**config.mk**
```make
export PLATFORM = sky130hd
export DESIGN_NAME = axi_stripe_aw_sched_flat
export DESIGN_NICKNAME = d
export VERILOG_FILES = /design/src/rtl/lynxTypes.sv /design/src/rtl/metaIntf.sv /design/src/rtl/stripe_credit_cnt.sv /design/src/rtl/axi_stripe_aw_sched.sv /design/src/flat_wrapper.sv
export SDC_FILE = /design/constraint.sdc
export NUM_CORES = 1
export LEC_CHECK = 0
export CAP_MARGIN = 20
export CORE_MARGIN = 3
export CORE_UTILIZATION = 50
export DETAILED_ROUTE_END_ITERATION = 10
export DONT_BUFFER_PORTS = 1
export REMOVE_ABC_BUFFERS = 1
export SLEW_MARGIN = 10
export SYNTH_ARGS = -nofsm -noshare
export SYNTH_HDL_FRONTEND = slang
export SYNTH_HIERARCHICAL = 1
export SYNTH_SLANG_ARGS = --single-unit
```
**constraint.sdc**
```tcl
create_clock -name aclk -period 5.6 [get_ports aclk]
set_input_delay 1.12 -clock aclk [delete_from_list [all_inputs] [get_ports aclk]]
set_output_delay 1.12 -clock aclk [all_outputs]
set_load 0.01 [all_outputs]
```
**src/rtl/lynxTypes.sv**
```systemverilog
// Shared platform types for the DDR stripe path.
// Holds bus widths, sequence-entry layout and the sub-burst bundle.
package lynxTypes;

   localparam int N_DDR_CHAN      = 2;
   localparam int N_DDR_CHAN_BITS = 1;
   localparam int AXI_ADDR_BITS   = 64;
   localparam int AXI_ID_BITS     = 6;
   localparam int AXI_DATA_BITS   = 512;

   // Sequence entry: [7:0] awlen, [8] chan, [9] last.
   localparam int STRIPE_MUX_BITS = 10;
   localparam int STRIPE_MUX_CHAN = 8;
   localparam int STRIPE_MUX_LAST = 9;

   typedef struct packed {
      logic                       last;
      logic [N_DDR_CHAN_BITS-1:0] chan;
      logic [8:0]                 n;
      logic [AXI_ADDR_BITS-1:0]   laddr;
   } stripe_sub_t;

   function automatic logic [STRIPE_MUX_BITS-1:0] stripe_mux_pack(
      input logic       last,
      input logic       chan,
      input logic [7:0] len
   );
      logic [STRIPE_MUX_BITS-1:0] e;
      e                  = '0;
      e[7:0]             = len;
      e[STRIPE_MUX_CHAN] = chan;
      e[STRIPE_MUX_LAST] = last;
      return e;
   endfunction

endpackage

```
**src/rtl/metaIntf.sv**
```systemverilog
// Valid/ready stream carrying a fixed-width metadata word.
// m: producer (drives valid/data), s: consumer (drives ready).
interface metaIntf #(
   parameter int STYPE_BITS = 10
) ();

   logic                  valid;
   logic                  ready;
   logic [STYPE_BITS-1:0] data;

   modport m (output valid, output data, input ready);
   modport s (input valid, input data, output ready);

endinterface

```
**src/rtl/stripe_credit_cnt.sv**
```systemverilog
// Saturating up/down credit counter, reset to MAX.
// Ports: clk_i, rst_i (async high), inc_i, dec_i; zero_o = next count is 0.
module stripe_credit_cnt #(
   parameter int MAX = 16,
   parameter int W   = 8
) (
   input  logic clk_i,
   input  logic rst_i,
   input  logic inc_i,
   input  logic dec_i,
   output logic zero_o
);

   localparam logic [W-1:0] MAXV = W'(MAX);

   logic [W-1:0] cnt_q, cnt_d;

   // Simultaneous inc/dec cancel; inc at MAX and dec at 0 hold.
   always_comb begin
      cnt_d = cnt_q;
      unique case ({inc_i, dec_i})
         2'b10:   if (cnt_q != MAXV) cnt_d = cnt_q + 1'b1;
         2'b01:   if (cnt_q != '0)   cnt_d = cnt_q - 1'b1;
         default: cnt_d = cnt_q;
      endcase
   end

   always_ff @(posedge clk_i or posedge rst_i) begin
      if (rst_i) cnt_q <= MAXV;
      else       cnt_q <= cnt_d;
   end

   // Zero flag of the post-update count, so registered
   // ready decisions see this cycle's refill or spend.
   assign zero_o = (cnt_d == '0);

endmodule

```
**src/rtl/axi_stripe_aw_sched.sv**
```systemverilog
// Splits AXI write requests at stripe boundaries into per-channel AWs.
// Ports: s_aw* request in, m_aw* sub-burst out, mux sequence out, b_cpl credit return.
module axi_stripe_aw_sched
   import lynxTypes::*;
#(
   parameter int STRIPE_BEATS    = 64,
   parameter int MAX_OUTSTANDING = 16
) (
   input  logic                       aclk,
   input  logic                       areset,
   input  logic [AXI_ADDR_BITS-1:0]   s_awaddr,
   input  logic [7:0]                 s_awlen,
   input  logic [AXI_ID_BITS-1:0]     s_awid,
   input  logic                       s_awvalid,
   output logic                       s_awready,
   output logic [AXI_ADDR_BITS-1:0]   m_awaddr,
   output logic [7:0]                 m_awlen,
   output logic [AXI_ID_BITS-1:0]     m_awid,
   output logic [N_DDR_CHAN_BITS-1:0] m_awchan,
   output logic                       m_awvalid,
   input  logic                       m_awready,
   metaIntf.m                         mux,
   input  logic                       b_cpl
);

   localparam int AW         = AXI_ADDR_BITS;
   localparam int BEAT_LOG   = $clog2(AXI_DATA_BITS / 8);
   localparam int STRIPE_LOG = BEAT_LOG + $clog2(STRIPE_BEATS);

   localparam logic [AW-1:0] OFF_MASK =
      (AW'(1) << STRIPE_LOG) - AW'(1);

   typedef enum logic {
      ST_IDLE,
      ST_ISSUE
   } state_t;

   state_t                     state_q;
   logic [AW-1:0]              a_q;
   logic [8:0]                 rem_q;
   logic [8:0]                 n_q;
   logic                       last_q;
   logic                       aw_done_q;
   logic                       mx_done_q;
   logic                       s_awready_q;
   logic                       m_awvalid_q;
   logic                       mx_valid_q;
   logic [AW-1:0]              m_awaddr_q;
   logic [7:0]                 m_awlen_q;
   logic [AXI_ID_BITS-1:0]     m_awid_q;
   logic [N_DDR_CHAN_BITS-1:0] m_awchan_q;
   logic [STRIPE_MUX_BITS-1:0] mx_data_q;

   logic          accept;
   logic          aw_cmp;
   logic          mx_cmp;
   logic          cr_zero;
   logic [AW-1:0] a_nxt;
   logic [8:0]    rem_nxt;
   logic [AW-1:0] in_a;
   logic [8:0]    in_rem;
   stripe_sub_t   sp;

   // One sub-burst: cut at the stripe end, map stripe
   // parity to channel and fold the stripe index by two.
   function automatic stripe_sub_t split(
      input logic [AW-1:0] a,
      input logic [8:0]    rem
   );
      stripe_sub_t   r;
      logic [AW-1:0] stripe;
      logic [AW-1:0] to_bnd;
      stripe  = a >> STRIPE_LOG;
      to_bnd  = AW'(STRIPE_BEATS) - ((a & OFF_MASK) >> BEAT_LOG);
      r.n     = (AW'(rem) < to_bnd) ? rem : 9'(to_bnd);
      r.chan  = stripe[N_DDR_CHAN_BITS-1:0];
      r.laddr = ((stripe >> 1) << STRIPE_LOG) | (a & OFF_MASK);
      r.last  = (rem == r.n);
      return r;
   endfunction

   assign accept = s_awready_q & s_awvalid;
   assign aw_cmp = aw_done_q | (m_awvalid_q & m_awready);
   assign mx_cmp = mx_done_q | (mx_valid_q & mux.ready);

   assign a_nxt   = a_q + (AW'(n_q) << BEAT_LOG);
   assign rem_nxt = rem_q - n_q;

   // Idle splits the incoming request; issue splits the remainder.
   assign in_a   = (state_q == ST_IDLE) ? s_awaddr : a_nxt;
   assign in_rem = (state_q == ST_IDLE) ? ({1'b0, s_awlen} + 9'd1)
                                        : rem_nxt;
   assign sp     = split(in_a, in_rem);

   stripe_credit_cnt #(
      .MAX (MAX_OUTSTANDING)
   ) u_credit (
      .clk_i  (aclk),
      .rst_i  (areset),
      .inc_i  (b_cpl),
      .dec_i  (accept),
      .zero_o (cr_zero)
   );

   always_ff @(posedge aclk or posedge areset) begin
      if (areset) begin
         state_q     <= ST_IDLE;
         a_q         <= '0;
         rem_q       <= '0;
         n_q         <= '0;
         last_q      <= 1'b0;
         aw_done_q   <= 1'b0;
         mx_done_q   <= 1'b0;
         s_awready_q <= 1'b0;
         m_awvalid_q <= 1'b0;
         mx_valid_q  <= 1'b0;
         m_awaddr_q  <= '0;
         m_awlen_q   <= '0;
         m_awid_q    <= '0;
         m_awchan_q  <= '0;
         mx_data_q   <= '0;
      end else begin
         unique case (state_q)
            ST_IDLE: begin
               if (accept) begin
                  state_q     <= ST_ISSUE;
                  s_awready_q <= 1'b0;
                  a_q         <= s_awaddr;
                  rem_q       <= in_rem;
                  n_q         <= sp.n;
                  last_q      <= sp.last;
                  m_awid_q    <= s_awid;
                  m_awaddr_q  <= sp.laddr;
                  m_awlen_q   <= 8'(sp.n - 9'd1);
                  m_awchan_q  <= sp.chan;
                  mx_data_q   <= stripe_mux_pack(sp.last, sp.chan[0],
                                                 8'(sp.n - 9'd1));
                  m_awvalid_q <= 1'b1;
                  mx_valid_q  <= 1'b1;
               end else begin
                  s_awready_q <= ~cr_zero;
               end
            end
            ST_ISSUE: begin
               if (aw_cmp && mx_cmp) begin
                  aw_done_q <= 1'b0;
                  mx_done_q <= 1'b0;
                  if (last_q) begin
                     state_q     <= ST_IDLE;
                     m_awvalid_q <= 1'b0;
                     mx_valid_q  <= 1'b0;
                     s_awready_q <= ~cr_zero;
                  end else begin
                     a_q         <= a_nxt;
                     rem_q       <= rem_nxt;
                     n_q         <= sp.n;
                     last_q      <= sp.last;
                     m_awaddr_q  <= sp.laddr;
                     m_awlen_q   <= 8'(sp.n - 9'd1);
                     m_awchan_q  <= sp.chan;
                     mx_data_q   <= stripe_mux_pack(sp.last, sp.chan[0],
                                                    8'(sp.n - 9'd1));
                     m_awvalid_q <= 1'b1;
                     mx_valid_q  <= 1'b1;
                  end
               end else begin
                  // Each side retires independently; a finished
                  // side stays quiet until the other catches up.
                  aw_done_q   <= aw_cmp;
                  mx_done_q   <= mx_cmp;
                  m_awvalid_q <= ~aw_cmp;
                  mx_valid_q  <= ~mx_cmp;
               end
            end
            default: state_q <= ST_IDLE;
         endcase
      end
   end

   assign s_awready = s_awready_q;
   assign m_awvalid = m_awvalid_q;
   assign m_awaddr  = m_awaddr_q;
   assign m_awlen   = m_awlen_q;
   assign m_awid    = m_awid_q;
   assign m_awchan  = m_awchan_q;
   assign mux.valid = mx_valid_q;
   assign mux.data  = mx_data_q;

endmodule
```
**src/flat_wrapper.sv**
```systemverilog
// flat-port wrapper written by rule: the top's interface ports become plain ports
module axi_stripe_aw_sched_flat import lynxTypes::*;
#(
   parameter int STRIPE_BEATS    = 64,
   parameter int MAX_OUTSTANDING = 16
)
  (aclk, areset, s_awaddr, s_awlen, s_awid, s_awvalid, s_awready, m_awaddr, m_awlen, m_awid, m_awchan, m_awvalid, m_awready, b_cpl, mux_valid, mux_data, mux_ready);
  metaIntf mux_i ();
  input  logic aclk;
  input  logic areset;
  input  logic [AXI_ADDR_BITS-1:0] s_awaddr;
  input  logic [7:0] s_awlen;
  input  logic [AXI_ID_BITS-1:0] s_awid;
  input  logic s_awvalid;
  output logic s_awready;
  output logic [AXI_ADDR_BITS-1:0] m_awaddr;
  output logic [7:0] m_awlen;
  output logic [AXI_ID_BITS-1:0] m_awid;
  output logic [N_DDR_CHAN_BITS-1:0] m_awchan;
  output logic m_awvalid;
  input  logic m_awready;
  input  logic b_cpl;
  output wire logic [$bits(mux_i.valid)-1:0] mux_valid;
  output wire logic [$bits(mux_i.data)-1:0] mux_data;
  input wire logic [$bits(mux_i.ready)-1:0] mux_ready;
  assign mux_valid = mux_i.valid;
  assign mux_data = mux_i.data;
  assign mux_i.ready = mux_ready;
  axi_stripe_aw_sched #(.STRIPE_BEATS(STRIPE_BEATS), .MAX_OUTSTANDING(MAX_OUTSTANDING)) u_core (.aclk(aclk), .areset(areset), .s_awaddr(s_awaddr), .s_awlen(s_awlen), .s_awid(s_awid), .s_awvalid(s_awvalid), .s_awready(s_awready), .m_awaddr(m_awaddr), .m_awlen(m_awlen), .m_awid(m_awid), .m_awchan(m_awchan), .m_awvalid(m_awvalid), .m_awready(m_awready), .mux(mux_i), .b_cpl(b_cpl));
endmodule
```
# Word-level counts from Yosys, hierarchy flattened
# Index checks and enable logic that the tools add are counted.
# classes
n_addsub,7
n_lt_le_gt_ge,1
eq_ne,8
n_mux,53
n_bitwise,10
reduce_logical,7
# op_table
op,n
64-bit two-way mux,7
64-bit one-hot mux with 2 select lines,2
9-bit two-way mux,8
64-bit by 15-bit adder with 64-bit output,1
9-bit by 64-bit less-than comparator with 1-bit output,1
63-bit by 12-bit bitwise OR with 63-bit output,1
8-bit two-way mux,5
9-bit one-hot mux with 2 select lines,2
8-bit one-hot mux with 2 select lines,2
10-bit two-way mux,3
10-bit one-hot mux with 2 select lines,1
1-bit two-way mux,17
8-bit by 1-bit subtractor with 8-bit output (second input constant),2
1-bit one-hot mux with 2 select lines,6
8-bit by 1-bit adder with 9-bit output (second input constant),1
9-bit equality test,1
9-bit subtractor,1
8-bit by 1-bit adder with 8-bit output (second input constant),1
8-bit zero test,1
2-bit != test (second input constant),4
8-bit by 5-bit != test with 1-bit output (second input constant),1
8-bit nonzero test,1
7-bit by 6-bit subtractor with 8-bit output (first input constant),1
2-bit AND reduction,3
7 further kinds,13
# totals
reg_bits,186
out_inout_bits,92
word_cells,102

# Longest topological paths before layout
# Gate-level depths: netlist (run 1).
# logic_depth
depth_word,9
depth_mapped,26
mapped_depth_nobuf,22

# Hierarchy
# Netlist (run 1), hierarchy kept.
# modules_own_cells
mod,n_inst,cells_per_inst,area_each_um2,seq_area_each_um2
axi_stripe_aw_sched,1,815,6834.1,2602.5
stripe_credit_cnt,1,102,797.0,201.4

# Least setup slack after synthesis (run 1)
# No wires, ideal clock.
# synth_path
path_kind,flip-flop to flip-flop
from,reg u_core.state_q
to,"reg u_core.m_awlen_q[6], in the netlist u_core/m_awlen[6]"
t_arrival_ps,5015
slack_ps,458
stages_incl_launch_ff,25
path_buffers,7
period_less_slack_ps,5142
path_cell_list,dfrtp_1 > buf_2 > buf_1 > clkbuf_1 > clkbuf_1 > buf_1 > mux2i_1 > ha_1 > nand2_1 > nor2_1 > xnor2_1 > ha_1 > a21o_1 > a21oi_1 > nand3_1 > a31o_2 > or2_1 > buf_6 > buf_6 > o21ai_1 > ha_1 > nand2_1 > nor3b_1 > o21ai_1 > mux2_1
# synth_between
elab_chain_cells,8
elab_cells_between_ends,15
# synth_rtl
element,line_no,source
start: declaration,axi_stripe_aw_sched.sv:38,state_t state_q;
start signal: assignment,axi_stripe_aw_sched.sv:107,state_q <= ST_IDLE;
start signal: assignment,axi_stripe_aw_sched.sv:126,state_q <= ST_ISSUE;
start signal: assignment,axi_stripe_aw_sched.sv:149,state_q <= ST_IDLE;
64-bit two-way mux,axi_stripe_aw_sched.sv:90,assign in_a = (state_q == ST_IDLE) ? s_awaddr : a_nxt;
7-bit by 6-bit subtractor with 8-bit output,axi_stripe_aw_sched.sv:74,to_bnd = AW'(STRIPE_BEATS) - ((a & OFF_MASK) >> BEAT_LOG);
9-bit by 64-bit less-than comparator with 1-bit output,axi_stripe_aw_sched.sv:75,r.n = (AW'(rem) < to_bnd) ? rem : 9'(to_bnd);
9-bit two-way mux,axi_stripe_aw_sched.sv:75,
8-bit by 1-bit subtractor with 8-bit output,"axi_stripe_aw_sched.sv:134, axi_stripe_aw_sched.sv:159",
8-bit two-way mux,axi_stripe_aw_sched.sv:148,if (last_q) begin
8-bit two-way mux,axi_stripe_aw_sched.sv:145,if (aw_cmp && mx_cmp) begin
8-bit one-hot mux with 2 select lines,axi_stripe_aw_sched.sv:123,unique case (state_q)
end signal: assignment,axi_stripe_aw_sched.sv:134,m_awlen_q <= 8'(sp.n - 9'd1);
end signal: assignment,axi_stripe_aw_sched.sv:159,m_awlen_q <= 8'(sp.n - 9'd1);
end: declaration,axi_stripe_aw_sched.sv:49,logic [7:0] m_awlen_q;
# Several ways; a longest one is shown, not always the timed one. The select of a mux whose other input is x is not followed.
# A chain may end at the register's enable or synchronous reset.

# Worst setup path in the final report (run 1)
# layout_path
from,reg u_core.a_q[6]
to,"reg u_core.m_awlen_q[6], in the netlist u_core/m_awlen[6]"
# layout_between
elab_chain_cells,9
elab_cells_between_ends,10
# layout_rtl
element,line_no,source
start: declaration,axi_stripe_aw_sched.sv:39,logic [AW-1:0] a_q;
start signal: assignment,axi_stripe_aw_sched.sv:128,a_q <= s_awaddr;
start signal: assignment,axi_stripe_aw_sched.sv:154,a_q <= a_nxt;
64-bit by 15-bit adder with 64-bit output (*),axi_stripe_aw_sched.sv:86,assign a_nxt = a_q + (AW'(n_q) << BEAT_LOG);
64-bit two-way mux (*),axi_stripe_aw_sched.sv:90,
7-bit by 6-bit subtractor with 8-bit output (*),axi_stripe_aw_sched.sv:74,
9-bit by 64-bit less-than comparator with 1-bit output,axi_stripe_aw_sched.sv:75,
9-bit two-way mux (*),axi_stripe_aw_sched.sv:75,
8-bit by 1-bit subtractor with 8-bit output (*),"axi_stripe_aw_sched.sv:134, axi_stripe_aw_sched.sv:159",
8-bit two-way mux,axi_stripe_aw_sched.sv:148,
8-bit two-way mux,axi_stripe_aw_sched.sv:145,
8-bit one-hot mux with 2 select lines (*),axi_stripe_aw_sched.sv:123,
# Every way passes the cells marked *; elsewhere a longest branch is shown, timed or not. The select of a mux whose other input is x is not followed.

==> results of run 1 <==
==> flip-flops by register name (all words and copies together) (netlist names), 2 cells and up <==
name	flops
u_core/rem_q	9
u_core/a_q	63
u_core/m_awlen	7
u_core/mux.data	2
u_core/m_awid	6
u_core/n_q	9
u_core/u_credit/cnt_q	8
==> power by group through the flow <==
| stage | clock network (mW) | registers (mW) | logic, mW |
|---|---|---|---|
| global route | 0.644 | 1.94 | 4.49 |
| finish | 0.590 | 1.87 | 4.00 |
| detailed placement | 0 | 1.88 | 3.95 |
| floorplan | 0 | 1.76 | 2.97 |
| global placement | 0 | 1.87 | 3.88 |
| CTS | 0.613 | 1.87 | 3.98 |
==> stage by stage <==
step | power [mW] | std cells
2_1_floorplan | 4.73 | 860
3_5_place_dp | 5.83 | 1059
6_report | 6.46 | 1074
4_1_cts | 6.46 | 1074
3_3_place_gp | 5.75 | 1059
5_1_grt | 7.08 | 1074
==> cell usage in the layout (no fill, tap or decap), drive strengths merged, types with 11 or more instances in the layout <==
| cell type | n |
|---|---|
| buf | 15 |
| xnor2 | 22 |
| a211oi | 17 |
| nor2 | 87 |
| xor2 | 20 |
| and3 | 20 |
| inv | 37 |
| o21ai | 43 |
| nor3 | 29 |
| a22oi | 13 |
| ha | 31 |
| mux2i | 16 |
| nand4 | 18 |
| o22ai | 24 |
| clkbuf | 11 |
| dfrtp | 111 |
| nand3 | 31 |
| a21o | 13 |
| a21oi | 74 |
| nand2 | 122 |
==> tightest hold or removal path, cell delays in order (launching register included) <==
cell     delay [ns]
dfrtp_1        0.35
nand2_1        0.05
nand2_1        0.05
==> routing by layer <==
metal	wire length [µm]	GRT usage	vias to the layer above
met4	387	0.0874	0
met1	9510	0.342	3224
met2	10200	0.405	253
met5	0	0	-
met3	1430	0.0482	25
li1	-	-	3257
==> final timing paths <==
| check | to | depth (start not counted) | slack, ns | startpoint |
|---|---|---|---|---|
| max | u_core/m_awlen[6]$_DFFE_PP0P_ | 19 | 0.48 | u_core/a_q[6]$_DFFE_PP0P_ |
| min | u_core/rem_q[5]$_DFFE_PP0P_ | 2 | 0.48 | u_core/rem_q[5]$_DFFE_PP0P_ |
| max reg2reg | u_core/m_awlen[6]$_DFFE_PP0P_ | 19 | 0.48 | u_core/a_q[6]$_DFFE_PP0P_ |
| min reg2reg | u_core/rem_q[5]$_DFFE_PP0P_ | 2 | 0.48 | u_core/rem_q[5]$_DFFE_PP0P_ |
| max in group asynchronous | u_core/state_q$_DFF_PP0_ | 2 | 3.67 | areset |
| min in group asynchronous | u_core/u_credit/cnt_q[2]$_DFF_PP0_ | 1 | 0.60 | areset |
==> layout make-up <==
class / count / share of cell area
Tap cell: 184 / 0.0288
Inverter: 38 / 0.0182
Timing Repair Buffer: 15 / 0.0157
Multi-Input combinational cell: 710 / 0.554
Clock inverter: 4 / 0.00282
Sequential cell: 112 / 0.351
Clock buffer: 11 / 0.0291
==> cell families (layout without fill, tap and decap cells) <==
kind of cell,count (synthesis),after routing,synth area share
fa+ha+maj,33,33,0.0561
compound gates,255,255,0.222
simple gates,358,358,0.222
xor+xnor,42,42,0.0482
other cells,1,1,0.000491
flops,112,112,0.367
buf+inv,95,68,0.0553
mux,21,21,0.0289
==> qor.csv, run 1 <==
metric,value,unit
cell_internal_pwr,3.14,mW
cp_top_family,adder cells,
grt_max_degree,82,
crit_top_cell,ha_1,
slew_violations,0,
gp_congestion,0.890,
grt_pass1_wl,33800,µm
cts_tree,done,
first_pass_iters,5,
power_switching,3.32,mW
drt-initial-drc-count,502,
avgSynthCellArea,8.32,µm²
pwr-share-comb,0.619,
nets,1003,
ctsHtreeMaxLevel,3,
antenna_found_initial,0,
setup_viol,0,
post-cts-setup-buffers,0,
synth_ff_type,dfrtp_1,
synth.most_common_cell,nand2_1,
hold_viol,0,
dieArea,16800,µm²
worst_hold_path_type,flop to flop,
root_buffer,clkbuf_16,
final_util,0.542,
placementRows,44,
grt_setup_unrepaired,no,
cp_num_buf_inv,1,
finalSetupTns,0,ns
grt_remaining_overflow,0,
irDropWorstVdd,0.000433,V
holdBufCountCts,0,
crit_fanout,14,
drc,0,
register_area,2810,µm²
cp_data_required_time,5.84,ns
cp_slowest_stage_delay,0.44,ns
period_minus_slack,5.12,ns
worstPathCellList,ha_1 > fa_1 > xor2_1 > mux2i_1 > o21a_1 > nor2b_1 > xnor2_1 > inv_1 > ha_1 > a21oi_1 > nand3_1 > a31o_2 > or2_1 > a21oi_1 > ha_1 > nand2_1 > nor3b_1 > o21ai_1 > mux2_1,
diodes,0,
cts_buffers,9,
clkTransAtPathRegs,0.07,ns
fin_hold_ws,0.483,ns
cp-start-kind,flop,
fin_worst_skew,0.00724,ns
cts_sinks,112,
fp.dieW,130,µm
synth_top_area_share,0.364,
syn_inst,917,
fillers,1362,
yosysTopAreaCell,dfrtp_1,
swShare,0.514,
synth_cell_type_count,78,
clk_latency,0.35,ns
grt_pass1_vias,6434,
synth.ff_latch_count,112,
drv_cap,0,
clock_path_buffers,2,
coreArea,14800,µm²
ys_warn_count,6,
power_density,808,nW/µm²
io_buffers,0,
max_freq,0.195,GHz
tightest_slew,0.898,ns
drive_above_1_share,0.0663,
synth_area,7630,µm²
start_util,0.517,
top_level_ports,176,
synth_edf_count,0,
dpl.hpwl,15300,µm
crit_slowest_cell,dfrtp_1,
fin_area,7990,µm²
crit_arrival,5.36,ns
num_vias,6759,
synthArstFlopShare,1.00,
drt_wl_total,21500,µm
relSlewSlack,0.397,
dp_slack,0.361,ns
synthTopCellsByArea,"dfrtp_1 36%, nand2_1 6.0%, ha_1 5.1%",
period_share,0.914,
worstSetupEndpointType,flop,
p_seq_frac,0.289,
viasPerCell,6.29,
pwr-share-clk,0.091,
total_leakage_power,3.41,nW
critical_path_class,flop to flop,
status,"finished, final reports clean",
die_h,130,µm
post_cts_resized,0,
fin_ws,0.482,ns
ys_seq_area_frac,0.367,
yosys-top-cells-count,"122 x nand2_1, 111 x dfrtp_1, 87 x nor2_1",
dpl_cell_area,7730,µm²
multi_input_area,4430,µm²
grt_util_all_layers,0.252,
area_growth,4.74,%
ant_nets,0,
route.detailed.wl_per_inst,20.0,µm
Power figures use the tool's default switching activity.
==> run 2: changes to the inputs <==
PLACE_DENSITY = 0.64   (was unset)
SYNTH_HIERARCHICAL = unset   (was 1)
==> qor.csv, run 2 <==
metric,value,unit
largest_register_ffs,62,
antenna_found_initial,0,
yosysTopAreaCell,dfrtp_1,
synth_cell_type_count,91,
status,"finished, final reports clean",
synth_fa_ha_area_frac,0.0551,
tightest_slew,0.880,ns
num_vias,6902,
start_util,0.522,
hold_viol,0,
synth_edf_count,0,
synth_area,7760,µm²
grt_pass1_wl,33900,µm
nets,1013,
drt_wl_total,21000,µm
largest_register,u_core.a_q,
ant_nets,0,
die_h,131,µm
final_common_cell,nand2_1,
synthArstFlopShare,1.00,
worstSetupEndpointType,flop,
synth.ff_latch_count,112,
top_level_ports,176,
synthTopCellsByArea,"dfrtp_1 36%, nand2_1 6.9%, a21oi_1 5.4%",
gp_congestion,0.919,
synth.most_common_cell,nand2_1,
grt_util_all_layers,0.247,
coreArea,14900,µm²
route.detailed.wl_per_inst,19.4,µm
post_cts_resized,0,
finalSetupTns,0,ns
drc,0,
dpl.hpwl,15400,µm
cts_sinks,112,
crit_top_cell,ha_1,
cp_data_required_time,5.85,ns
fin_area,8160,µm²
clock_path_buffers,2,
final_cell_mix,"143 x nand2_1, 110 x dfrtp_1, 84 x a21oi_1",
clk_latency,0.36,ns
worst_hold_path_type,flop to flop,
avgSynthCellArea,8.36,µm²
synth_mux_area_frac,0.0410,
drv_cap,0,
clkTransAtPathRegs,0.08,ns
syn_inst,928,
first_pass_iters,5,
synth_compound_area_frac,0.256,
dpl_cell_area,7830,µm²
post-cts-setup-buffers,0,
cts_buffers,9,
synthSimpleGateAreaFrac,0.203,
diodes,0,
fp.dieW,131,µm
root_buffer,clkbuf_16,
cts_tree,done,
crit_arrival,5.16,ns
holdBufCountCts,0,
slew_violations,0,
area_growth,5.11,%
fin_worst_skew,0.0126,ns
crit_slowest_cell,fa_1,
relSlewSlack,0.413,
synth_top_family_by_area,compound AO/OA/AOI/OAI gates,
crit_fanout,5,
io_buffers,0,
max_freq,0.204,GHz
final_util,0.549,
grt_setup_unrepaired,no,
worstPathCellList,ha_1 > fa_1 > mux2i_1 > ha_1 > inv_1 > a211oi_1 > o311a_1 > xor2_2 > ha_1 > a21oi_1 > a21boi_0 > o21ai_0 > o21ai_1 > or2_1 > nor2_4 > nor2_1 > a21oi_1 > ha_1 > nand3_1 > a21oi_1 > a31o_1 > and3_1 > o31ai_2,
viasPerCell,6.36,
setup_viol,0,
synth_ff_type,dfrtp_1,
period_share,0.877,
ys_warn_count,0,
period_minus_slack,4.91,ns
dieArea,17100,µm²
ys_seq_area_frac,0.361,
yosys-top-cells-count,"143 x nand2_1, 111 x dfrtp_1, 84 x a21oi_1",
grt_remaining_overflow,0,
drive_above_1_share,0.0821,
critical_path_class,flop to flop,
cp_slowest_stage_delay,0.47,ns
synth_top_area_share,0.358,
drt-initial-drc-count,402,
placementRows,44,
synth-xor-area-share,0.0340,
grt_max_degree,81,
ctsHtreeMaxLevel,3,
grt_pass1_vias,6750,
cp-start-kind,flop,
-- run 2: changes by cell type after synthesis, sizes merged, moves of 13 or more --
cell | before | now
o21ai | 43 | 73
nand2 | 122 | 143
o22ai | 24 | 44
nor2 | 87 | 72
a211oi | 17 | 3
nor3 | 29 | 16
-- run 2: layout make-up --
class,count,area (µm²)
multi-input combinational,729,4590
timing repair buffer,12,110
tap,184,230
inverter,32,123
sequential,112,2810
clock buffer,9,225
fill,1343,6710
clock inverter,7,70.1
-- run 2: per-layer routing --
| layer | GRT usage | up-vias | share of wire |
|---|---|---|---|
| met4 | 0.0859 | 0 | 0.023 |
| met3 | 0.0541 | 33 | 0.074 |
| met5 | 0 | - | 0 |
| li1 | - | 3318 | - |
| met2 | 0.398 | 231 | 0.46 |
| met1 | 0.329 | 3320 | 0.44 |
-- run 2: logic make-up after synthesis --
group / count (synthesis)
other cells: 1
flops: 112
mux: 31
xor+xnor: 26
compound gates: 300
buf+inv: 87
fa+ha+maj: 33
simple gates: 338
-- run 2: final timing paths --
kind | endpoint | cells after the start | slack, ns | startpoint
setup / recovery | u_core.mux.data[6]$_DFFE_PP0P_ | 23 | 0.69 | u_core.a_q[6]$_DFFE_PP0P_
hold / removal | u_core.rem_q[4]$_DFFE_PP0P_ | 2 | 0.49 | u_core.rem_q[4]$_DFFE_PP0P_
setup reg to reg | u_core.mux.data[6]$_DFFE_PP0P_ | 23 | 0.69 | u_core.a_q[6]$_DFFE_PP0P_
hold reg to reg | u_core.rem_q[4]$_DFFE_PP0P_ | 2 | 0.49 | u_core.rem_q[4]$_DFFE_PP0P_
max in group asynchronous | u_core.a_q[18]$_DFFE_PP0P_ | 2 | 3.63 | areset
min in group asynchronous | u_core.a_q[2]$_DFFE_PP0P_ | 1 | 0.67 | areset
-- run 2: worst max-delay path: cells and delay by family, from the launching register on --
family	cells	cell delay, ns
adder cells (fa/ha/maj)	5	1.57
flip-flops	1	0.44
AND/OR/NAND/NOR	5	0.73
multiplexers	1	0.22
AO/OA/AOI/OAI	10	1.43
buffers and inverters	1	0.06
XOR/XNOR	1	0.33
-- run 2: through the flow --
| stage | std cells | worst slack, ns | hold slack (ns) |
|---|---|---|---|
| finish | 1085 | 0.688 | 0.491 |
| global route | 1085 | 0.214 | 0.523 |
| floorplan | 873 | -1.76 | 0.450 |
| global placement | 1068 | 0.776 | 0.469 |
| CTS | 1084 | 0.691 | 0.496 |
| detailed placement | 1068 | 0.624 | 0.480 |
Power of run 2 is left out: the tool's default activity adds up to more than one toggle a clock period on the data nets, which glitch-free logic cannot reach.
